==> src/rtl/wb_write_arbiter.sv <==
// Register-file write port arbiter: merges pipeline writeback with
// buffered multi-cycle unit results into one registered wa/wd/we port.
//
// Ports:
//   cpu_clk_50M, cpu_rst_n     clock, async active-low reset
//   pipe_wa/pipe_wd/pipe_we    in-order pipeline writeback
//   pipe_stall                 pipeline must hold its writeback this cycle
//   mcu_valid/mcu_ready        multi-cycle result handshake
//   mcu_wa/mcu_wd              multi-cycle result address/data
//   busy_mask                  registers with a write pending in the FIFO
//   wa/wd/we                   registered register-file write port
module wb_write_arbiter #(
    parameter int DEPTH      = 2,
    parameter int STARVE_MAX = 4
) (
    input  logic        cpu_clk_50M,
    input  logic        cpu_rst_n,
    input  logic [4:0]  pipe_wa,
    input  logic [31:0] pipe_wd,
    input  logic        pipe_we,
    input  logic        mcu_valid,
    output logic        mcu_ready,
    input  logic [4:0]  mcu_wa,
    input  logic [31:0] mcu_wd,
    output logic        pipe_stall,
    output logic [31:0] busy_mask,
    output logic [4:0]  wa,
    output logic [31:0] wd,
    output logic        we
);

    localparam int AW = (DEPTH > 1) ? $clog2(DEPTH) : 1;
    localparam int SW = $clog2(STARVE_MAX + 1);
    localparam logic [AW:0]   FULL = (AW + 1)'(DEPTH);
    localparam logic [SW-1:0] SMAX = SW'(STARVE_MAX);

    logic [4:0]    fifo_wa [DEPTH];
    logic [31:0]   fifo_wd [DEPTH];
    logic [AW-1:0] head;
    logic [AW-1:0] tail;
    logic [AW:0]   count;
    logic [SW-1:0] starve_cnt;

    logic          fifo_empty;
    logic          pipe_real;
    logic          enq;
    logic          deq;

    assign fifo_empty = (count == '0);
    assign mcu_ready  = cpu_rst_n && (count < FULL);
    assign pipe_stall = (starve_cnt == SMAX);
    assign pipe_real  = pipe_we && (pipe_wa != 5'd0) && !pipe_stall;

    // Address-0 results complete the handshake but are never stored.
    assign enq = mcu_valid && mcu_ready && (mcu_wa != 5'd0);

    // The FIFO only drains in slots the pipeline leaves idle; a stall
    // frees such a slot because pipe_real is masked by pipe_stall.
    assign deq = !pipe_real && !fifo_empty;

    // Result storage: contents are meaningless outside [head, head+count)
    // so no reset is needed.
    always_ff @(posedge cpu_clk_50M) begin
        if (enq) begin
            fifo_wa[tail] <= mcu_wa;
            fifo_wd[tail] <= mcu_wd;
        end
    end

    // Pointers wrap naturally since DEPTH is a power of two.
    always_ff @(posedge cpu_clk_50M or negedge cpu_rst_n) begin
        if (!cpu_rst_n) begin
            head  <= '0;
            tail  <= '0;
            count <= '0;
        end else begin
            if (enq) tail <= tail + 1'b1;
            if (deq) head <= head + 1'b1;
            unique case ({enq, deq})
                2'b10:   count <= count + 1'b1;
                2'b01:   count <= count - 1'b1;
                default: count <= count;
            endcase
        end
    end

    always_ff @(posedge cpu_clk_50M or negedge cpu_rst_n) begin
        if (!cpu_rst_n) begin
            starve_cnt <= '0;
        end else if (deq || fifo_empty) begin
            starve_cnt <= '0;
        end else if (starve_cnt != SMAX) begin
            starve_cnt <= starve_cnt + 1'b1;
        end
    end

    // wa/wd hold their last value on idle slots; only we drops.
    always_ff @(posedge cpu_clk_50M or negedge cpu_rst_n) begin
        if (!cpu_rst_n) begin
            we <= 1'b0;
            wa <= 5'd0;
            wd <= 32'd0;
        end else if (pipe_real) begin
            we <= 1'b1;
            wa <= pipe_wa;
            wd <= pipe_wd;
        end else if (deq) begin
            we <= 1'b1;
            wa <= fifo_wa[head];
            wd <= fifo_wd[head];
        end else begin
            we <= 1'b0;
        end
    end

    // An entry at slot i is live when its distance from head is below
    // count. The word on the output register is excluded: read bypass
    // on ra==wa already covers it.
    always_comb begin
        logic [AW-1:0] off;
        busy_mask = 32'd0;
        off       = '0;
        for (int i = 0; i < DEPTH; i++) begin
            off = AW'(i) - head;
            if ({1'b0, off} < count) begin
                busy_mask[fifo_wa[i]] = 1'b1;
            end
        end
        busy_mask[0] = 1'b0;
    end

endmodule

==> config.mk <==
export PLATFORM = sky130hd
export DESIGN_NAME = wb_write_arbiter
export DESIGN_NICKNAME = d
export VERILOG_FILES = /design/src/rtl/wb_write_arbiter.sv
export SDC_FILE = /design/constraint.sdc
export NUM_CORES = 1
export LEC_CHECK = 0
export CAP_MARGIN = 15
export CORE_UTILIZATION = 48
export DETAILED_ROUTE_END_ITERATION = 8
export GPL_ROUTABILITY_DRIVEN = 0
export PLACE_DENSITY = 0.88
export SLEW_MARGIN = 20
export SYNTH_ARGS = -nofsm -noshare
export SYNTH_HDL_FRONTEND = slang
export SYNTH_SLANG_ARGS = --single-unit
==> constraint.sdc <==
create_clock -name cpu_clk_50M -period 3.1 [get_ports cpu_clk_50M]
set_clock_uncertainty 0.1 [all_clocks]
set_input_delay 0.31 -clock cpu_clk_50M [delete_from_list [all_inputs] [get_ports cpu_clk_50M]]
set_output_delay 0.31 -clock cpu_clk_50M [all_outputs]
set_load 0.01 [all_outputs]
==> results.yml <==
synthesis:
  synth_warnings: 0
  yosysTopAreaCell: "edfxtp_1"
  synthTopCellsByArea: "edfxtp_1 (42%), dfrtp_1 (22%), mux2i_1 (7.1%)"
  ys_top_cells_by_count: "edfxtp_1 (74), nor2_1 (46), dfrtp_1 (45)"
  synth_cell_types: 37
  syn_area_per_cell_sq_um: 12.22
  postSynth.asyncResetShare: 0.3782
  synth_area_sq_um: 5229
  ys_seq_area_frac: 0.6403
  synth_fp_nets: 509
  synth_edf_count: 74
  yosysMostFrequentCell: "edfxtp_1"
  netlist_instances: 428
  ys_ff_latch: 119
  synth_top_cell_area_share: 0.4250
  synth-main-ff-cell: "edfxtp_1"
layout:
  syn_to_final_growth_pct: 40.87
  drive_above_1_share: 0.1149
  num-fill-cells: 756
  multi_input_area_sq_um: 1698
  n_antenna_cell: 0
  final_area_sq_um: 7366
  layout.nets: 651
  regArea_sq_um: 3351
grt:
  track_usage: 0.2168
  grt_max_degree: 46
  grt_pass1_wl_microns: 18720
  grt_overflow: 0
  grt_pass1_vias: 3854
  antenna_found_initial: 0
clock_network:
  clockBufferDepth: 2
  cts.sinks: 119
  post-cts-setup-buffers: 0
  insertion_delay_ps: 500
  cts-root-buf: "clkbuf_8"
  clk_pin_slew_worst_paths_ps: 60
  cts_tree: "done"
  cts_buffers: 17
  h-tree-depth: 4
floorplan:
  die_x_microns: 106.4
  fp.dieH_microns: 106.4
  num_rows: 37
  initial_utilization: 0.4998
  io_pins: 150
  core_sq_um: 10460
  dieArea_sq_um: 11310
worst_setup_path:
  cp.required_ps: 2690
  cp-end-kind: "primary output"
  r2r-start: "count[1]$_DFFE_PN0P_"
  cp-startpoint: "head$_DFFE_PN0P_"
  crit_arrival_ps: 2560
  cp_max_fo: 8
  ff2ff_setup_slack_ps: 730
  worst_setup_path_start_kind: "flop"
  worst-setup-path-type: "reg2out"
detailed_routing:
  routed_via_density: 5.388
  num_vias: 3874
  dr.pass1.iters: 5
  wire_per_inst_microns: 16.24
  wl_microns: 11680
  drt_drc_violations_left: 0
  drtIter0Drc: 374
  ant_nets: 0
power:
  p_per_area_nw_per_um2: 825.1
  leakage_nw: 2.803
  ir_drop_v: 0.0003935
timing:
  setup_viol: 0
  grt_setup_unrepaired: "false"
  tightest_slew_ps: 1112
  slew_viol_final: 0
  max_freq_ghz: 0.3363
  whs_ps: 246.5
  final-hold-violation-count: 0
  tns_ps: 0
  slew_headroom: 0.2569
  fin_crit_sh: 0.9592
  finalCriticalPeriod_ps: 2973
place:
  hpwl_microns: 7794
  dpl_cell_area_sq_um: 6750
  io_buffers: 148
flow_run:
  cap_viol_max_count: 0
outcome:
  status: "finished, final reports clean"
min_path:
  hp-start: "pipe_wd[2]"
  min_path_type: "in2reg"
==> worst max-delay path: stages, from the launching register on <==
cell and delay (ps):
dfrtp_2 480, nor2b_2 160, nor2_1 70, or3b_2 560, o22ai_1 230, clkdlybuf4s50_1 570
==> worst paths after layout <==
| kind | cells past startpoint | end |
|---|---|---|
| hold reg to reg | 2 | wd[20]$_DFFE_PN0P_ |
| setup / recovery | 5 | busy_mask[25] |
| max in group asynchronous | 3 | head$_DFFE_PN0P_ |
| min in group asynchronous | 3 | wd[24]$_DFFE_PN0P_ |
| hold / removal | 3 | wd[2]$_DFFE_PN0P_ |
| setup reg to reg | 3 | fifo_wd[0][13]$_DFFE_PP_ |
==> flip-flops by register name (all words and copies together), names as in the netlist <==
name	cells
count	2
starve_cnt	3
wa	5
we	1
tail	1
fifo_wa	10
fifo_wd	64
wd	32
head	1
==> power breakdown <==
part / switching [mW] / internal [mW] / leakage (nW)
Combinational: 0.998 / 0.902 / 1.29
Clock: 0.675 / 1.29 / 0.300
Sequential: 0.201 / 2.01 / 1.22
==> what timing repair did <==
| action | CTS | global route |
|---|---|---|
| endpoints found under the setup margin | 0 | 13 |
| endpoints found under the hold margin | 45 | 0 |
| gates resized for setup | 0 | 1 |
| hold buffers | 1 | 0 |
==> metal layers <==
metal  routed length (microns)  vias to the layer above  share of wire  track usage
met5                         0                        -              0            0
met4                        93                        0         0.0080      0.09127
met3                       785                        8          0.067      0.05886
met2                      6116                      183           0.52       0.3743
met1                      4680                     1829           0.40       0.2540
li1                          -                     1854              -            -
==> placed cells by master (no fill, tap or decap), types with 2 or more instances in the layout <==
master,n
or3_1,4
inv_1,3
a21oi_1,38
nand3_1,2
nand2_1,41
clkbuf_16,17
o21ai_2,16
or4_1,2
inv_4,2
buf_4,6
dfrtp_1,43
o21ai_0,5
o22ai_1,31
and3_1,3
edfxtp_1,74
clkdlybuf4s50_1,147
nor2_4,4
xor2_1,3
bufinv_16,3
clkinv_4,2
ha_1,3
dfrtp_2,2
clkbuf_8,2
o21ai_1,16
nand3b_1,7
mux2i_1,37
clkinv_2,4
nor2_1,43
or3b_1,3
xnor2_1,3
or3b_2,3
==> stage by stage <==
step | utilization | total power, mW | cells | worst slack (ps)
floorplan | - | 3.373 | 428 | 102.4
global placement | 0.6452 | 4.059 | 686 | 625.5
detailed placement | 0.6452 | 4.126 | 686 | 526.3
CTS | 0.7039 | 6.126 | 719 | 55.51
global route | 0.7040 | 6.394 | 719 | 27.51
finish | 0.7040 | 6.077 | 719 | 126.6
==> cell families after synthesis <==
kind of cell             synth area share
XOR/XNOR                          0.01005
other                           0.0007172
adder cells (fa/ha/maj)          0.007180
AND/OR/NAND/NOR                    0.1043
multiplexers                      0.07083
AO/OA/AOI/OAI                      0.1271
flip-flops                         0.6403
buffers and inverters             0.03948
==> area by class of cell <==
cell class	count	area share
flip-flops and latches	119	0.4549
clock buffers	20	0.06200
well taps	136	0.02310
inverters	3	0.001529
multi-input cells	274	0.2305
clock inverters	12	0.02004
repair buffers	155	0.2079
No activity file was read; power rests on OpenSTA's default activity.
